<file path="config.mk">
export PLATFORM = sky130hd
export DESIGN_NAME = ga23_sdr_responder_flat
export DESIGN_NICKNAME = d
export VERILOG_FILES = /design/src/rtl/ga23_sdr_responder_if.sv /design/src/rtl/ga23_sdr_responder.sv /design/src/flat_wrapper.sv
export SDC_FILE = /design/constraint.sdc
export NUM_CORES = 1
export LEC_CHECK = 0
export BUFFER_PORTS_ARGS = -buffer_cell sky130_fd_sc_hd__buf_2
export CORE_UTILIZATION = 58
export DETAILED_ROUTE_END_ITERATION = 16
export GPL_ROUTABILITY_DRIVEN = 0
export PLACE_DENSITY = 0.91
export SKIP_CTS_REPAIR_TIMING = 1
export SYNTH_ARGS = -nofsm -noshare
export SYNTH_HDL_FRONTEND = slang
export SYNTH_SLANG_ARGS = --single-unit
</file>
<file path="constraint.sdc">
create_clock -name clk -period 4.2 [get_ports clk]
set_input_delay 0 -clock clk [delete_from_list [all_inputs] [get_ports clk]]
set_output_delay 0 -clock clk [all_outputs]
set_load 0.02 [all_outputs]
</file>
<file path="src/rtl/ga23_sdr_responder_if.sv">
// Bundles the GA23 layer request ports and the shared SDRAM read channel.
// Latency: none; plain wiring with modports.
// Backpressure: none here; ram_req is held until ram_ack, and port_rdy is a one-cycle pulse.
interface ga23_sdr_responder_if #(
  parameter int NUM_PORTS = 3,
  parameter int ADDR_W    = 22
);
  logic [NUM_PORTS-1:0]        port_req;
  logic [NUM_PORTS*ADDR_W-1:0] port_addr;
  logic [NUM_PORTS*32-1:0]     port_data;
  logic [NUM_PORTS-1:0]        port_rdy;
  logic                        ram_req;
  logic [ADDR_W-1:0]           ram_addr;
  logic                        ram_ack;
  logic [31:0]                 ram_data;
  logic                        busy;

  // The responder side: it takes layer requests and SDRAM returns, and it
  // drives row data, the read request and busy.
  modport slave (
    input  port_req, port_addr, ram_ack, ram_data,
    output port_data, port_rdy, ram_req, ram_addr, busy
  );

  // The environment side: the layers plus the SDRAM controller.
  modport master (
    output port_req, port_addr, ram_ack, ram_data,
    input  port_data, port_rdy, ram_req, ram_addr, busy
  );
endinterface

</file>
<file path="src/rtl/ga23_sdr_responder.sv">
// Arbitrates GA23 layer tile-row fetches onto one SDRAM read channel and returns the data per port.
// Latency: a request pulse at edge n raises ram_req after edge n+1; ram_ack at edge m gives port_rdy after edge m.
// Backpressure: one read in flight, ram_req held until ack; data for a port that re-requested mid-read is dropped.
// Build option: define GA23_SDR_FIXED_PRIO_EN for fixed lowest-index priority; the default is round-robin.
module ga23_sdr_responder #(
  parameter int NUM_PORTS = 3,
  parameter int ADDR_W    = 22
) (
  input  logic                  clk,
  input  logic                  reset_n,
  ga23_sdr_responder_if.slave   bus
);

  localparam int PW = (NUM_PORTS > 1) ? $clog2(NUM_PORTS) : 1;

  typedef enum logic [0:0] {IDLE, BUSY} state_t;

  state_t                  state;
  logic [NUM_PORTS-1:0]    pending;
  logic [NUM_PORTS-1:0]    stale;
  logic [ADDR_W-1:0]       addr_q [NUM_PORTS];
  logic [PW-1:0]           gnt_q;
  logic [NUM_PORTS*32-1:0] port_data_q;
  logic [NUM_PORTS-1:0]    port_rdy_q;
  logic                    ram_req_q;
  logic [ADDR_W-1:0]       ram_addr_q;
  logic                    busy_q;

  logic                    gnt_vld;
  logic [PW-1:0]           gnt_idx;
  logic [PW-1:0]           cand_idx;
  int                      cand;

`ifndef GA23_SDR_FIXED_PRIO_EN
  logic [PW-1:0]           rr_ptr;
`endif

  // Pick the next port to serve: the scan runs downward from the farthest
  // candidate, so the last hit is the nearest pending port in priority order.
  always_comb begin
    gnt_vld  = 1'b0;
    gnt_idx  = '0;
    cand_idx = '0;
    cand     = 0;
    for (int i = NUM_PORTS - 1; i >= 0; i--) begin
`ifdef GA23_SDR_FIXED_PRIO_EN
      cand = i;
`else
      cand = int'(rr_ptr) + i;
      if (cand >= NUM_PORTS) begin
        cand = cand - NUM_PORTS;
      end
`endif
      cand_idx = PW'(cand);
      if (pending[cand_idx]) begin
        gnt_vld = 1'b1;
        gnt_idx = cand_idx;
      end
    end
  end

  // Request capture, the IDLE/BUSY read sequencer and all registered outputs.
  always_ff @(posedge clk or negedge reset_n) begin
    if (!reset_n) begin
      state       <= IDLE;
      pending     <= '0;
      stale       <= '0;
      gnt_q       <= '0;
      port_data_q <= '0;
      port_rdy_q  <= '0;
      ram_req_q   <= 1'b0;
      ram_addr_q  <= '0;
      busy_q      <= 1'b0;
`ifndef GA23_SDR_FIXED_PRIO_EN
      rr_ptr      <= '0;
`endif
      for (int p = 0; p < NUM_PORTS; p++) begin
        addr_q[p] <= '0;
      end
    end else begin
      port_rdy_q <= '0;

      // The latest pulse on a port always wins, even while that port is pending.
      for (int p = 0; p < NUM_PORTS; p++) begin
        if (bus.port_req[p]) begin
          pending[p] <= 1'b1;
          addr_q[p]  <= bus.port_addr[p*ADDR_W +: ADDR_W];
        end
      end

      case (state)
        IDLE: begin
          if (gnt_vld) begin
            ram_req_q  <= 1'b1;
            ram_addr_q <= addr_q[gnt_idx];
            if (!bus.port_req[gnt_idx]) begin
              pending[gnt_idx] <= 1'b0;
            end
            stale[gnt_idx] <= 1'b0;
            busy_q         <= 1'b1;
            gnt_q          <= gnt_idx;
            state          <= BUSY;
`ifndef GA23_SDR_FIXED_PRIO_EN
            rr_ptr <= (gnt_idx == PW'(NUM_PORTS - 1)) ? '0 : gnt_idx + 1'b1;
`endif
          end
        end

        BUSY: begin
          // A fresh request from the owner makes the read in flight obsolete.
          if (bus.port_req[gnt_q]) begin
            stale[gnt_q] <= 1'b1;
          end
          if (bus.ram_ack) begin
            ram_req_q <= 1'b0;
            busy_q    <= 1'b0;
            state     <= IDLE;
            if (!stale[gnt_q] && !bus.port_req[gnt_q]) begin
              port_data_q[gnt_q*32 +: 32] <= bus.ram_data;
              port_rdy_q[gnt_q]           <= 1'b1;
            end
          end
        end

        default: state <= IDLE;
      endcase
    end
  end

  assign bus.port_data = port_data_q;
  assign bus.port_rdy  = port_rdy_q;
  assign bus.ram_req   = ram_req_q;
  assign bus.ram_addr  = ram_addr_q;
  assign bus.busy      = busy_q;

endmodule

</file>
<file path="src/flat_wrapper.sv">
// flat-port wrapper written by rule: the top's interface ports become plain ports
module ga23_sdr_responder_flat 
#(
  parameter int NUM_PORTS = 3,
  parameter int ADDR_W    = 22
)
  (clk, reset_n, bus_port_req, bus_port_addr, bus_ram_ack, bus_ram_data, bus_port_data, bus_port_rdy, bus_ram_req, bus_ram_addr, bus_busy);
  ga23_sdr_responder_if #(.NUM_PORTS(NUM_PORTS), .ADDR_W(ADDR_W)) bus_i ();
  input  logic clk;
  input  logic reset_n;
  input wire logic [$bits(bus_i.port_req)-1:0] bus_port_req;
  input wire logic [$bits(bus_i.port_addr)-1:0] bus_port_addr;
  input wire logic [$bits(bus_i.ram_ack)-1:0] bus_ram_ack;
  input wire logic [$bits(bus_i.ram_data)-1:0] bus_ram_data;
  output wire logic [$bits(bus_i.port_data)-1:0] bus_port_data;
  output wire logic [$bits(bus_i.port_rdy)-1:0] bus_port_rdy;
  output wire logic [$bits(bus_i.ram_req)-1:0] bus_ram_req;
  output wire logic [$bits(bus_i.ram_addr)-1:0] bus_ram_addr;
  output wire logic [$bits(bus_i.busy)-1:0] bus_busy;
  assign bus_i.port_req = bus_port_req;
  assign bus_i.port_addr = bus_port_addr;
  assign bus_i.ram_ack = bus_ram_ack;
  assign bus_i.ram_data = bus_ram_data;
  assign bus_port_data = bus_i.port_data;
  assign bus_port_rdy = bus_i.port_rdy;
  assign bus_ram_req = bus_i.ram_req;
  assign bus_ram_addr = bus_i.ram_addr;
  assign bus_busy = bus_i.busy;
  ga23_sdr_responder #(.NUM_PORTS(NUM_PORTS), .ADDR_W(ADDR_W)) u_core (.clk(clk), .reset_n(reset_n), .bus(bus_i));
endmodule
</file>
==> qor.txt <==
Congestion Overflow GR -> 0
DIE AREA -> 16410 sq um
Initial Util -> 59.99%
Vias in the first global route -> 6838
Distinct cells, synth -> 45
Cell Area, Placed -> 10450 sq um
Setup TNS -> 0 ps
Largest net degree at the start of global routing -> 118
Post-synthesis register bit count -> 199
CP endpoint -> u_core.bus.ram_addr[1]
Synth warnings -> 0
Worst Path Class, Setup -> register to register
Post-synthesis cell count -> 799
Comb power frac -> 46.7%
Nets -> 1218
Final Hold Fails -> 0
Startpoint Class -> register
Final setup violation count -> 0
Synth Flop Type -> dfrtp_1
Cell Area, Synth -> 9221 sq um
Design area -> 12050 sq um
CTS tree -> yes
CP delay by family, top -> buffers and inverters
Via Count -> 7646
Final wirelength -> 28650 um
Reg power frac -> 33.5%
Sequential fraction of the synthesis area -> 54.00%
Crit. path cell count -> 9
Req. time, crit path -> 4510 ps
Final antenna-violating net count -> 0
Vias per cell -> 5.753
R2R setup slack -> 1220 ps
Number of diodes -> 0
Crit path time final -> 2978 ps
Largest fanout on the critical path -> 24
CP Cell Sequence -> inv_1 > ha_1 > nor4bb_1 > o31ai_4 > buf_4 > o41ai_4 > buf_4 > a221oi_2 > o31ai_1
Critical Path AT -> 3290 ps
Delay of the slowest critical-path stage -> 530 ps
Worst min path class -> primary input to register
Clock skew -> 16.10 ps
Clock-pin slew on the worst setup and hold paths -> 80 ps
Die X -> 128.1 um
Lkg Pwr -> 5.600 nW
Async set-reset flop share out of synthesis -> 100.0%
CTS max path bufs -> 2
H-tree levels -> 4
Slew @ Worst Pin -> 1146 ps
Max cap viols -> 0
Peak supply drop -> 0.4532 mV
CTS sink count -> 199
Cell Pwr Density -> 705.4 nW/um^2
R2R depth -> 9
First-pass GRT wire length -> 36000 um
Period utilisation layout -> 70.91%
R2R Path End -> u_core.bus.ram_addr[1]
Layout cells sized above 1 -> 34.70%
Crit end category -> register
Fmax -> 335.8 MHz
Ports -> 227
CP Buf/Inv Count -> 3
Avg Cell Area, Syn -> 11.54 sq um
RSZ-0062 raised after global routing -> false
CTS buffer count -> 17
Root buffer cell -> clkbuf_16
Outcome -> finished clean
Sw power -> 3.723 mW
Crit-path slowest cell -> nor4bb_1
Total power -> 8.498 mW
Int Pwr -> 4.775 mW
IO Port Bufs -> 226
Chip height -> 128.1 um
1st-pass router iterations -> 5
Core Footprint -> 15370 sq um
Sw Ratio -> 43.81%
1st-iter DRT viols -> 728
Cell row count -> 45
Initial antenna violation count -> 0
FF-to-FF Start -> u_core.rr_ptr[0]
Number of remaining DRC errors -> 0
Fin. max-slew vios -> 0
Area Growth Syn to Fin -> 30.64%
Worst Setup SP -> u_core.rr_ptr[0]
Worst skew pair latency -> 440 ps
Global Route Usage Sum -> 28.87%
Number of enable flip-flop cells after synthesis -> 0
Syn nets -> 912
Dpl hpwl -> 15160 um
Routed length per instance -> 21.56 um
CP dominant cell by count -> buf_4
Slew headroom -> 23.59%
Clk network pwr share -> 19.8%
## worst min-delay path by stage
stage                          startpoint                  endpoint  slack (ps)  depth (start not counted)
after floorplan                   reset_n          u_core.addr_q[0]        -300                          0
after global placement            reset_n  u_core.bus.port_data[95]         170                          1
after detailed placement          reset_n  u_core.bus.port_data[32]         180                          1
after CTS                         reset_n  u_core.bus.port_data[32]        -280                          1
after global routing      bus_port_req[2]         u_core.pending[2]         200                          2
final                     bus_port_req[2]         u_core.pending[2]         170                          2
## flip-flops by register name, summed over array words and instances (netlist names)
name,flops
u_core.pending,3
u_core.bus.ram_addr,22
u_core.rr_ptr,2
u_core.gnt_q,2
u_core.addr_q,66
u_core.bus.port_data,96
u_core.bus.ram_req,1
u_core.bus.port_rdy,3
u_core.stale,3
u_core.state,1
## cell usage after synthesis, types with 2 or more instances
library cell | instances | share of area, %
o22ai_1 | 2 | 0.14
clkbuf_1 | 20 | 0.81
mux2_2 | 66 | 8.1
nor3b_1 | 4 | 0.33
and2_1 | 29 | 2.0
o21ai_0 | 2 | 0.11
o31ai_2 | 18 | 2.4
dfrtp_1 | 199 | 54
a221oi_2 | 20 | 3.3
mux2i_1 | 101 | 11
o21a_1 | 2 | 0.16
nor2b_1 | 3 | 0.20
nand2_1 | 127 | 5.2
o31ai_1 | 4 | 0.33
inv_1 | 105 | 4.3
ha_1 | 9 | 1.2
nor2_1 | 27 | 1.1
nand2b_1 | 2 | 0.14
a21o_1 | 2 | 0.16
a21oi_1 | 4 | 0.22
buf_4 | 10 | 0.81
a21oi_2 | 2 | 0.19
nor3_1 | 2 | 0.11
o41ai_4 | 2 | 0.60
buf_2 | 12 | 0.65
buf_6 | 5 | 0.61
a221oi_1 | 2 | 0.19
## area by class of cell
| cell class | instances | area [sq um] |
|---|---|---|
| Inverter | 105 | 394.1 |
| Clock inverter | 15 | 168.9 |
| Sequential cell | 199 | 4980 |
| Fill cell | 835 | 3324 |
| Tap cell | 211 | 264.0 |
| Clock buffer | 17 | 425.4 |
| Multi-Input combinational cell | 446 | 3598 |
| Timing Repair Buffer | 336 | 2216 |
## layout by cell type (no fill, tap or decap), types with 10 or more instances in the layout
cell type and n:
buf_2 225, dfrtp_1 199, nand2_1 127, inv_1 105, mux2i_1 101, dlygate4sd3_1 100
mux2_2 66, nor2_1 27, and2_1 26, a221oi_2 20, o31ai_2 18, clkbuf_16 17
buf_4 10
## layer usage
metal | routed length [um] | global-route usage, %
met4 | 1206 | 10.73
met2 | 14580 | 49.58
met1 | 10350 | 35.04
met3 | 2515 | 7.471
met5 | 0 | 0
## logic make-up after synthesis
family	after synthesis	share of synthesized area, %
adder cells (fa/ha/maj)	9	1.221
multiplexers	167	19.02
AND/OR/NAND/NOR	200	9.580
buffers and inverters	154	7.286
flip-flops	199	54.00
AO/OA/AOI/OAI	70	8.888
## power by group through the flow
stage / registers, mW / clock network [mW] / logic, mW
2_1_floorplan: 3.33 / 0 / 2.09
3_3_place_gp: 2.81 / 0 / 3.56
3_5_place_dp: 2.83 / 0 / 3.70
4_1_cts: 2.81 / 1.67 / 3.74
5_1_grt: 2.90 / 1.76 / 4.21
6_report: 2.85 / 1.68 / 3.97
## through the flow
step	worst slack (ps)	std cells	util, %	hold WS, ps
finish	1222	1329	78.37	170.1
floorplan	1991	799	-	-295.6
global route	1136	1329	78.37	204.0
global placement	1522	1197	67.99	170.8
detailed placement	1369	1197	67.99	176.2
CTS	1342	1229	71.86	-282.6
## worst register-to-register path, cell delays in order, from the launching register on
cell      delay (ps)
dfrtp_1          410
inv_1             90
ha_1             400
nor4bb_1         530
o31ai_4          130
buf_4            240
o41ai_4           80
buf_4            460
a221oi_2         160
o31ai_1          370
No activity file was read; power rests on OpenSTA's default activity.
